==> src/rtl/gpio_dm_seq.sv <==
// Drive-mode shadow register and serial clock/data/load sequencer for the GPIO pad chain.
// Optional macro GPIO_DM_SANITIZE_EN coerces unsupported DM codes to 3'b001 on write.
module gpio_dm_seq #(
    parameter int NUM_PADS = 8,
    parameter int CLK_DIV  = 2
) (
    input  logic       wb_clk_i,
    input  logic       wb_rst_i,
    input  logic       cfg_wr_en,
    input  logic [5:0] cfg_wr_idx,
    input  logic [2:0] cfg_wr_dm,
    output logic       cfg_wr_err,
    input  logic       start,
    output logic       busy,
    output logic       done,
    output logic       serial_clock,
    output logic       serial_data,
    output logic       serial_load
);

    localparam int         NB       = NUM_PADS * 3;
    localparam logic [5:0] NP6      = 6'(NUM_PADS);
    localparam logic [7:0] LAST_BIT = 8'(NB - 1);
    localparam logic [3:0] DIV_LAST = 4'(CLK_DIV - 1);

    typedef enum logic [1:0] {IDLE, SHIFT, LOAD, DONE} state_t;

    state_t          state;
    logic [NB-1:0]   shadow;
    logic [NB-1:0]   shadow_nxt;
    logic [NB-1:0]   shreg;
    logic [7:0]      bit_cnt;
    logic [3:0]      div_cnt;
    logic [2:0]      wr_val;

    function automatic logic [2:0] sanitize(input logic [2:0] dm);
`ifdef GPIO_DM_SANITIZE_EN
        case (dm)
            3'b001, 3'b010, 3'b011, 3'b110: return dm;
            default:                        return 3'b001;
        endcase
`else
        return dm;
`endif
    endfunction

    function automatic logic dm_bad(input logic [2:0] dm);
        return sanitize(dm) != dm;
    endfunction

    // Shadow as it will be after this edge, so a same-cycle start snapshots the write.
    always_comb begin
        wr_val     = sanitize(cfg_wr_dm);
        shadow_nxt = shadow;
        for (int p = 0; p < NUM_PADS; p++) begin
            if (cfg_wr_en && cfg_wr_idx == 6'(p)) begin
                shadow_nxt[3*p +: 3] = wr_val;
            end
        end
    end

    // Serial data comes straight from the shift register MSB; zeros shift in behind it.
    assign serial_data = shreg[NB-1];

    always_ff @(posedge wb_clk_i) begin
        if (wb_rst_i) begin
            state        <= IDLE;
            shadow       <= {NUM_PADS{3'b001}};
            shreg        <= '0;
            bit_cnt      <= '0;
            div_cnt      <= '0;
            busy         <= 1'b0;
            done         <= 1'b0;
            serial_clock <= 1'b0;
            serial_load  <= 1'b0;
            cfg_wr_err   <= 1'b0;
        end else begin
            shadow     <= shadow_nxt;
            cfg_wr_err <= cfg_wr_en && ((cfg_wr_idx >= NP6) || dm_bad(cfg_wr_dm));
            done       <= 1'b0;
            case (state)
                IDLE: begin
                    if (start) begin
                        state        <= SHIFT;
                        shreg        <= shadow_nxt;
                        bit_cnt      <= '0;
                        div_cnt      <= '0;
                        busy         <= 1'b1;
                        serial_clock <= 1'b0;
                    end
                end
                SHIFT: begin
                    if (div_cnt == DIV_LAST) begin
                        div_cnt <= '0;
                        if (!serial_clock) begin
                            serial_clock <= 1'b1;
                        end else begin
                            // End of a bit: the final shift empties the register for LOAD.
                            serial_clock <= 1'b0;
                            shreg        <= shreg << 1;
                            if (bit_cnt == LAST_BIT) begin
                                state       <= LOAD;
                                serial_load <= 1'b1;
                            end else begin
                                bit_cnt <= bit_cnt + 8'd1;
                            end
                        end
                    end else begin
                        div_cnt <= div_cnt + 4'd1;
                    end
                end
                LOAD: begin
                    if (div_cnt == DIV_LAST) begin
                        div_cnt     <= '0;
                        serial_load <= 1'b0;
                        busy        <= 1'b0;
                        done        <= 1'b1;
                        state       <= DONE;
                    end else begin
                        div_cnt <= div_cnt + 4'd1;
                    end
                end
                DONE: begin
                    state <= IDLE;
                end
                default: begin
                    state <= IDLE;
                end
            endcase
        end
    end

endmodule
==> config.mk <==
export PLATFORM = sky130hd
export DESIGN_NAME = gpio_dm_seq
export DESIGN_NICKNAME = d
export VERILOG_FILES = /design/src/rtl/gpio_dm_seq.sv
export SDC_FILE = /design/constraint.sdc
export NUM_CORES = 1
export LEC_CHECK = 0
export BUFFER_PORTS_ARGS = -buffer_cell sky130_fd_sc_hd__buf_4
export CORE_UTILIZATION = 50
export CTS_CLUSTER_SIZE = 8
export DETAILED_ROUTE_END_ITERATION = 8
export GPL_TIMING_DRIVEN = 1
export HOLD_SLACK_MARGIN = 0.06
export PLACE_DENSITY = 0.67
export REMOVE_ABC_BUFFERS = 1
export SLEW_MARGIN = 20
export SYNTH_ARGS = -nofsm -noshare
export SYNTH_HDL_FRONTEND = slang
export SYNTH_SLANG_ARGS = --single-unit
==> constraint.sdc <==
create_clock -name wb_clk_i -period 3.5 [get_ports wb_clk_i]
set_input_delay 0.7 -clock wb_clk_i [delete_from_list [all_inputs] [get_ports wb_clk_i]]
set_output_delay 0.7 -clock wb_clk_i [all_outputs]
set_load 0.02 [all_outputs]
==> results of run 1 <==
[how the worst max path moves through the flow]
stage | cells past startpoint | slack [ns] | startpoint | end
global route | 6 | 1.07 | state[0]$_SDFFE_PP0P_ | bit_cnt[7]$_SDFFE_PP0P_
global placement | 5 | 1.20 | start | bit_cnt[7]$_SDFFE_PP0P_
floorplan | 6 | 0.70 | state[1]$_SDFFE_PP0P_ | shreg[23]$_SDFFE_PP0P_
CTS | 5 | 1.27 | div_cnt[0]$_SDFFE_PP0P_ | bit_cnt[7]$_SDFFE_PP0P_
detailed placement | 5 | 1.17 | start | bit_cnt[7]$_SDFFE_PP0P_
finish | 6 | 1.25 | state[0]$_SDFFE_PP0P_ | bit_cnt[7]$_SDFFE_PP0P_
[sequential cells by signal, indices dropped and copies added (netlist names)]
name,cells
cfg_wr_err,1
serial_clock,1
shreg,24
serial_load,1
busy,1
done,1
div_cnt,4
shadow,24
bit_cnt,8
state,2
[worst reg2reg max path: cells and delay by family (launching register included)]
family | cells | cell delay [ns]
DFF | 1 | 0.33
adders and majority gates | 1 | 0.27
buffers and inverters | 1 | 0.09
AOI/OAI and AO/OA | 1 | 0.14
and+or+nand+nor | 3 | 1.36
[per-layer routing]
| metal | global-route usage | share of wire | up-vias |
|---|---|---|---|
| met2 | 0.344 | 0.45 | 26 |
| met1 | 0.286 | 0.50 | 1094 |
| met4 | 0.0685 | 0.011 | 0 |
| li1 | - | - | 1142 |
| met3 | 0.0812 | 0.037 | 7 |
| met5 | 0 | 0 | - |
[layout by cell type, fill, tap and decap left out, types with 3 or more instances in the layout]
| cell | instances |
|---|---|
| buf_4 | 20 |
| inv_1 | 7 |
| ha_1 | 7 |
| nor2b_1 | 3 |
| o31ai_1 | 4 |
| a21oi_1 | 13 |
| o21ai_0 | 29 |
| nor3_1 | 3 |
| nor2_1 | 28 |
| mux2i_1 | 27 |
| nand3_1 | 7 |
| a32oi_1 | 22 |
| a2111o_1 | 3 |
| or4_1 | 3 |
| clkbuf_8 | 11 |
| nor3_2 | 3 |
| nand3b_1 | 3 |
| nand2b_1 | 10 |
| dfxtp_1 | 67 |
| nor3b_1 | 3 |
| clkinvlp_4 | 3 |
| nand2_1 | 14 |
| or3_1 | 5 |
[through the flow]
stage	worst slack, ns	util	total power, W	area, sq um
after floorplan	0.705	-	0.00111	2820
after global placement	1.20	0.554	0.00122	3070
after detailed placement	1.17	0.554	0.00123	3070
after CTS	1.27	0.592	0.00189	3280
after global routing	1.07	0.592	0.00199	3280
final	1.25	0.592	0.00188	3280
[logic make-up (layout without fill, tap and decap cells)]
family,Yosys count,after routing,synth area share
compound gates,77,77,0.178
xor+xnor,1,1,0.00303
fa+ha+maj,7,7,0.0303
buf+inv,25,43,0.0325
flops,67,67,0.464
mux,27,27,0.0936
simple gates,100,100,0.198
[layout make-up]
cell class | instances | area, sq um | area share
well taps | 72 | 90.1 | 0.0275
multi-input cells | 212 | 1460 | 0.445
inverters | 7 | 26.3 | 0.00801
repair buffers | 20 | 150 | 0.0458
flip-flops and latches | 67 | 1340 | 0.409
clock inverters | 5 | 61.3 | 0.0187
clock buffers | 11 | 151 | 0.0462
[power breakdown]
part | switching (W) | internal [W] | leakage (nW)
registers | 0.0000339 | 0.000820 | 0.543
clock network | 0.000295 | 0.000368 | 0.0978
logic | 0.000234 | 0.000126 | 0.528
==> impl_results.md, run 1 <==
- Part of the cycle the worst path needs: 0.642
- RR Startpoint: state[0]$_SDFFE_PP0P_
- R2r setup slk: between 1 and 1.5 ns
- Worst Path Buf+Inv: 1
- Max incr delay on CP: ~0.66 ns
- Crit path time final: approximately 2.2 ns
- Crit-path cells: inv_1 -> ha_1 -> nand2b_1 -> nand3_2 -> or4_1 -> a21oi_1
- Synthesized area: 2890 sq um
- Htree depth: 3
- Top_reg_cell synth: dfxtp_1
- Top cells by count, synth: dfxtp_1 (67), o21ai_0 (29), nor2_1 (28)
- Crit Path Class: reg -> reg
- Final nets: around 340
- CP arrival: between 2 and 3 ns
- Required @ worst endpoint: approximately 3.8 ns
- Via count of the first global-routing pass: between 2000 and 2500
- Clock latency on the worst-skew pair: ~0.34 ns
- Share of cells above drive strength 1: 0.149
- FF-to-FF path depth: 6
- Vias per inst: 5.76
- Root Buffer: clkbuf_8
- Post_cts resized: 0
- Vias: around 2300
- Num rows: 27
- Total of max-cap violations: 0
- Dpl cells: ~380
- First-pass iteration count of the detailed router: 4
- Clock slew at reported path FFs: 0.07 ns
- GRT Residual Overflow: 0
- Min-Delay Path Depth: 2
- Worst min-delay path class: reg -> reg
- RR Endpoint: bit_cnt[7]$_SDFFE_PP0P_
- Final Instance Count excl. Fillers: 394
- DR DRC count: 0
- Max_slew headroom: 0.488
- Die extent in y: about 80 um
- Hold Vio Cnt, Final: 0
- Filler cells: approximately 500
- Worst clock skew: between 0.007 and 0.008 ns
- Asr flop ratio synth: 0
- Post-synthesis sequential area ratio: 0.464
- Synth area leaders: dfxtp_1 (46%), mux2i_1 (9.4%), a32oi_1 (6.7%)
- Layout area overhead: 13.6%
- Synth unique cells: 43
- Critical path peak fanout: 27
- Routability cong.: 0.751
- VDD IR max: around 0.40 mV
- CP max-delay cell: or4_1
- Post-synth EDFFs: 0
- Die W: around 78 um
- Clock sink count: 67
- GRT Util Overall: 0.222
- Setup TNS: 0 ns
- Initial DRC count: between 100 and 150
- RSZ-0062 raised after global routing: no
- Post-Syn Instances: between 300 and 400
- # Post-CTS Setup Buffers: 0
- Critical path endpoint category: flop
- #FFs+latches synth: 67
- Leak: 1.17 nW
- Synth area leader: dfxtp_1
- Most common cell in the synthesized netlist: dfxtp_1
- Syn. warnings: 0
- Worst-Margin Slew: 0.768 ns
- Final setup fails: 0
- Ports: 19
- Antenna Nets Post-Route: 0
- PwrDens: ~570 nW/um^2
- Wirelength, routed: about 6000 um
- Maximum operating frequency: around 0.44 GHz
- Hold path startpoint: shreg[6]$_SDFFE_PP0P_
- Port bufs: 18
- Hold-fix buffers at CTS: 0
- Status: completed
- Initial Util: 0.521
- Final Max Tran Viols: 0
- Startpoint Class: flop
- Largest net degree at the start of global routing: 46
- Antenna violations before repair: 0
- Wire length of the first global-routing pass: ~10000 um
- Synthesized area per cell: 9.50 sq um
- Core area: 5540 sq um
- HPWL after DPL: ~3900 um
- Share of Yosys cell area claimed by the top area cell type: 0.464
- Largest delay share family, worst path: simple AND/OR/NAND/NOR gates
- Worst hold endpoint: shreg[7]$_SDFFE_PP0P_
- TritonCTS clock tree: built
- Max Buffers Root-to-Sink: 2
- TritonCTS Buffers: 9
- WL per Instance: 15.3 um
- Diode count: 0
- Die area: between 6000 and 7000 sq um
- Final hold slack: between 0.4 and 0.5 ns
Note: power is estimated with default switching activity, not from simulation.
==> run 2: changes to the inputs <==
ABC_AREA = 1   (was not set)
clock period = 2.3 ns   (was 3.5 ns; I/O delays follow)
==> impl_results.md, run 2 <==
- Die area: 6660 sq um
- Synth Area in Simple Gates: 0.375
- Vias per inst: 4.95
- Die W: just over 80 um
- Largest net degree at the start of global routing: 47
- Startpoint Class: flop
- Asr flop ratio synth: 0
- Synthesized area per cell: about 6.6 sq um
- Largest delay share family, worst path: buffers and inverters
- WL per Instance: approximately 12 um
- RSZ-0062 raised after global routing: no
- Worst min-delay path class: in -> reg
- Synth Area in Compound Gates: 0.0968
- Core area: around 6000 sq um
- Main combinational cell family by area after synthesis: simple AND/OR/NAND/NOR gates
- Post-route worst setup slack: just under 0.3 ns
- Required @ worst endpoint: roughly 2.5 ns
- Top cells by count, synth: nand2_1 (166), nor2_1 (80), dfxtp_1 (67)
- Layout area overhead: 13.2%
- Initial Util: 0.526
- GRT Residual Overflow: 0
- Antenna violations before repair: 0
- Diode count: 0
- Vias: 2849
- DR DRC count: 0
- Synth unique cells: 26
- Crit Path Class: reg -> reg
- Most common cell in the synthesized netlist: nand2_1
- Post-Synth XOR/XNOR Area: 0.00553
- Hold-fix buffers at CTS: 0
- Post-synthesis sequential area ratio: 0.424
- Share of cells above drive strength 1: 0.120
- Crit-path cells: inv_1 -> ha_1 -> inv_4 -> nor2_2 -> inv_2 -> nand3_2 -> nor2_2 -> inv_2 -> nor2_1 -> nand2_1 -> nand2_1
- Antenna Nets Post-Route: 0
- PwrDens: around 1200 nW/um^2
- Syn. warnings: 0
- TritonCTS Buffers: 9
- Part of the cycle the worst path needs: 0.872
- Final Max Tran Viols: 0
- Maximum operating frequency: 0.499 GHz
- Adder-Cell Fraction of Synth Area: 0.0277
- Largest registers: shadow: 24 flops, shreg: 24 flops, bit_cnt: 8 flops
- Max_slew headroom: 0.660
- Worst-Margin Slew: 0.509 ns
- Commonest cells after routing, fill and taps aside: nand2_1 (166), nor2_1 (80), dfxtp_1 (67)
- Htree depth: 3
- Status: completed
- Post_cts resized: 0
- R2r setup slk: around 0.3 ns
- Commonest non-fill, non-tap cell in the layout: nand2_1
- Worst Path Buf+Inv: 4
- Hold Vio Cnt, Final: 0
- #FFs+latches synth: between 60 and 70
- Via count of the first global-routing pass: ~2500
- CP max-delay cell: inv_2
- Die extent in y: between 80 and 90 um
- Clock sink count: 67
- Post-synth EDFFs: 0
- Clock slew at reported path FFs: roughly 0.070 ns
- TritonCTS clock tree: built
- FF-to-FF path depth: 11
- CP arrival: ~2.3 ns
- Top_reg_cell synth: dfxtp_1
- Crit path time final: ~2.0 ns
- Mux contribution to synthesized area: 0
- Post-Syn Instances: 477
- Critical path endpoint category: flop
- HPWL after DPL: about 4500 um
- Max Buffers Root-to-Sink: 2
- Setup TNS: 0 ns
- Num rows: 28
- Critical path peak fanout: 22
- Synthesized area: about 3200 sq um
- Wirelength, routed: just under 7000 um
- Initial DRC count: 119
- Synth area leader: dfxtp_1
- Design Area, Final: between 3000 and 4000 sq um
- DP Area: approximately 3300 sq um
- Ports: 19
- GRT Util Overall: 0.229
- VDD IR max: 0.626 mV
- Routability cong.: approximately 0.84
- Leak: roughly 1.7 nW
- Pre-CTS WS: between 0.2 and 0.3 ns
- Critical Path Stages: 11
- Final Instance Count excl. Fillers: 575
- Wire length of the first global-routing pass: between 10000 and 15000 um
- Synth area leaders: dfxtp_1 (42%), nand2_1 (20%), nor2_1 (9.5%)
- Share of Yosys cell area claimed by the top area cell type: 0.424
- Dpl cells: roughly 560
- Final setup fails: 0
- Clock latency on the worst-skew pair: between 0.3 and 0.4 ns
- # Post-CTS Setup Buffers: 0
- Port bufs: 18
- Min-Delay Path Depth: 3
- Total of max-cap violations: 0
- First-pass iteration count of the detailed router: 4
- Root Buffer: clkbuf_8
- Max incr delay on CP: between 0.3 and 0.4 ns
- Final nets: approximately 500
- Worst clock skew: 0.00952 ns
==> run 2: changes by cell type after synthesis, moves of 5 or more <==
cell	before	now
nand2_1	14	166
nor2_1	28	80
inv_1	7	36
mux2i_1	27	0
a32oi_1	22	0
nor2_2	1	15
nand3_1	7	20
clkbuf_1	18	8
nand2b_1	10	0
a21oi_1	13	22
o21ai_0	29	20
o211ai_1	2	10
or3_1	5	0
==> run 2: worst reg2reg max path: stages (launching register included) <==
cell and delay [ns]:
dfxtp_1 0.33, inv_1 0.10, ha_1 0.37, inv_4 0.13, nor2_2 0.14, inv_2 0.07
nand3_2 0.11, nor2_2 0.06, inv_2 0.38, nor2_1 0.09, nand2_1 0.08, nand2_1 0.04
==> run 2: cell type report <==
cell class	count	area, sq um
multi-input combinational	356	1600
sequential	67	1340
inverter	40	153
clock buffer	10	128
timing repair buffer	21	158
tap	75	93.8
clock inverter	6	114
fill	615	2440
==> run 2: cells by family (layout without fill, tap and decap cells) <==
family,Yosys count,in the layout
xor gates and xnor gates,2,2
buffers and inverters,54,77
DFF,67,67
adders and majority gates,7,7
AOI/OAI and AO/OA,55,55
and+or+nand+nor,292,292
==> run 2: layer usage <==
layer / part of all wire / wire, um / GRT usage / up-vias
li1: - / - / - / 1530
met1: 0.51 / 3510 / 0.320 / 1262
met2: 0.43 / 2920 / 0.342 / 46
met3: 0.042 / 288 / 0.0400 / 11
met4: 0.015 / 103 / 0.107 / 0
met5: 0 / 0 / 0 / -
==> run 2: stage by stage <==
step,hold WS [ns],power (W),util
3_5_place_dp,0.439,0.00306,0.555
6_report,0.393,0.00423,0.595
2_1_floorplan,0.415,0.00264,-
4_1_cts,0.386,0.00426,0.595
5_1_grt,0.407,0.00455,0.595
3_3_place_gp,0.432,0.00304,0.555
==> run 2: worst paths after layout <==
path | startpoint | to
max | state[1]$_SDFFE_PP0P_ | shreg[5]$_SDFFE_PP0P_
min | start | busy$_SDFFE_PP0P_
max reg2reg | state[1]$_SDFFE_PP0P_ | shreg[5]$_SDFFE_PP0P_
min reg2reg | shreg[22]$_SDFFE_PP0P_ | shreg[22]$_SDFFE_PP0P_
==> run 2: where the power goes <==
part / leakage (nW) / internal (W) / switching (W)
Sequential: 0.544 / 0.00135 / 0.000104
Combinational: 1.05 / 0.000482 / 0.00110
Clock: 0.113 / 0.000722 / 0.000470
Total: 1.71 / 0.00255 / 0.00168
==> run 3: changes to the inputs <==
CORE_UTILIZATION = 60   (was 50)
PLACE_DENSITY = 0.78   (was 0.67)
==> impl_results.md, run 3 (same netlist as run 2, synthesis figures left out) <==
- Status: completed
- Leak: roughly 1.7 nW
- Total of max-cap violations: 0
- Dpl cells: 553
- Final Max Tran Viols: 0
- Diode count: 0
- Ports: 19
- Final setup fails: 0
- Initial Util: 0.620
- Vias per inst: roughly 5
- Vias: around 2800
- Root Buffer: clkbuf_8
- Die area: 5570 sq um
- Max incr delay on CP: ~0.38 ns
- Routability cong.: between 0.8 and 0.9
- Initial DRC count: around 150
- TritonCTS clock tree: built
- Crit-path cells: inv_1 -> ha_1 -> inv_4 -> nor2_2 -> inv_2 -> nand3_2 -> nor2_2 -> inv_2 -> nor2_1 -> nand2_1 -> nand2_1
- Clock sink count: 67
- GRT Residual Overflow: 0
- Max Buffers Root-to-Sink: 2
- # Post-CTS Setup Buffers: 0
- Share of cells above drive strength 1: 0.112
- Worst-Margin Slew: roughly 0.48 ns
- Post_cts resized: 0
- Clock slew at reported path FFs: around 0.070 ns
- Hold path startpoint: start
- VDD IR max: roughly 0.8 mV
- HPWL after DPL: around 4300 um
- Crit path time final: around 2.0 ns
- Num rows: 26
- Via count of the first global-routing pass: about 2400
- Wire length of the first global-routing pass: around 11000 um
- GRT Util Overall: 0.252
- Required @ worst endpoint: approximately 2.5 ns
- Worst clock skew: around 0.0032 ns
- Wirelength, routed: between 6000 and 7000 um
- CP arrival: between 2 and 2.5 ns
- Part of the cycle the worst path needs: 0.850
- Port bufs: 18
- Worst Setup SP: state[1]$_SDFFE_PP0P_
- Clock latency on the worst-skew pair: ~0.33 ns
- Die extent in y: around 75 um
- Final Util: 0.689
- Largest registers: shadow: 24 flops, shreg: 24 flops, bit_cnt: 8 flops
- PwrDens: 1130 nW/um^2
- Core area: slightly above 5000 sq um
- CP max-delay cell: inv_2
- Die W: between 70 and 80 um
- Final nets: approximately 510
- DR DRC count: 0
- Critical path peak fanout: 22
- Layout area overhead: 11.1%
- Largest net degree at the start of global routing: between 40 and 50
- Htree depth: 3
- Hold-fix buffers at CTS: 0
- WL per Instance: around 11 um
- RSZ-0062 raised after global routing: no
- Antenna Nets Post-Route: 0
- Startpoint Class: flop
- Setup TNS: 0 ns
- RR Startpoint: state[1]$_SDFFE_PP0P_
- Commonest non-fill, non-tap cell in the layout: nand2_1
- TritonCTS Buffers: 9
- Antenna violations before repair: 0
- Max_slew headroom: 0.679
- First-pass iteration count of the detailed router: 4
- Maximum operating frequency: 0.512 GHz
- Critical path endpoint category: flop
- Crit Path Class: reg -> reg
- Commonest cells after routing, fill and taps aside: nand2_1 (166), nor2_1 (80), dfxtp_1 (67)
- Worst Path Buf+Inv: 4
- Final Instance Count excl. Fillers: between 500 and 600
- Worst min-delay path class: in -> reg
- Largest delay share family, worst path: buffers and inverters
- Hold Vio Cnt, Final: 0
[run 3: worst min-delay path: cells and delay by family]
| kind | cells | cell delay [ns] |
|---|---|---|
| buffers and inverters | 1 | 0.12 |
| and+or+nand+nor | 1 | 0.06 |
| AOI/OAI and AO/OA | 1 | 0.06 |
[run 3: routing by layer]
metal / share of wire / global-route usage / up-vias
met5: 0 / 0 / -
met2: 0.46 / 0.409 / 40
met3: 0.029 / 0.0402 / 10
li1: - / - / 1525
met4: 0.018 / 0.113 / 0
met1: 0.49 / 0.332 / 1257
[run 3: cell type report]
type                    count  area [sq um]
inverters                  40           153
clock inverters             2          35.0
clock buffers              14           153
well taps                  70          87.6
fillers                   452          1590
flip-flops and latches     67          1340
repair buffers             20           150
multi-input cells         356          1600
[run 3: per-stage QoR]
step / total power, W / worst slack [ns] / area (sq um) / hold slack [ns]
2_1_floorplan: 0.00264 / 0.520 / 3090 / 0.415
6_report: 0.00397 / 0.346 / 3520 / 0.408
3_3_place_gp: 0.00301 / 0.426 / 3330 / 0.426
4_1_cts: 0.00398 / 0.351 / 3520 / 0.399
3_5_place_dp: 0.00303 / 0.376 / 3330 / 0.436
5_1_grt: 0.00426 / 0.179 / 3520 / 0.447
[run 3: path summary, 6_finish.rpt]
path,endpoint,slack [ns],depth (start not counted)
worst min-delay path,busy$_SDFFE_PP0P_,0.41,3
worst max-delay path,shreg[4]$_SDFFE_PP0P_,0.35,11
worst max register to register,shreg[4]$_SDFFE_PP0P_,0.35,11
worst min register to register,shadow[0]$_SDFF_PP1_,0.45,2
[run 3: report_power, final]
group | total, W | internal [W] | switching, W
sequential | 0.00146 | 0.00135 | 0.000109
combinational | 0.00157 | 0.000480 | 0.00109
clock | 0.000945 | 0.000531 | 0.000414
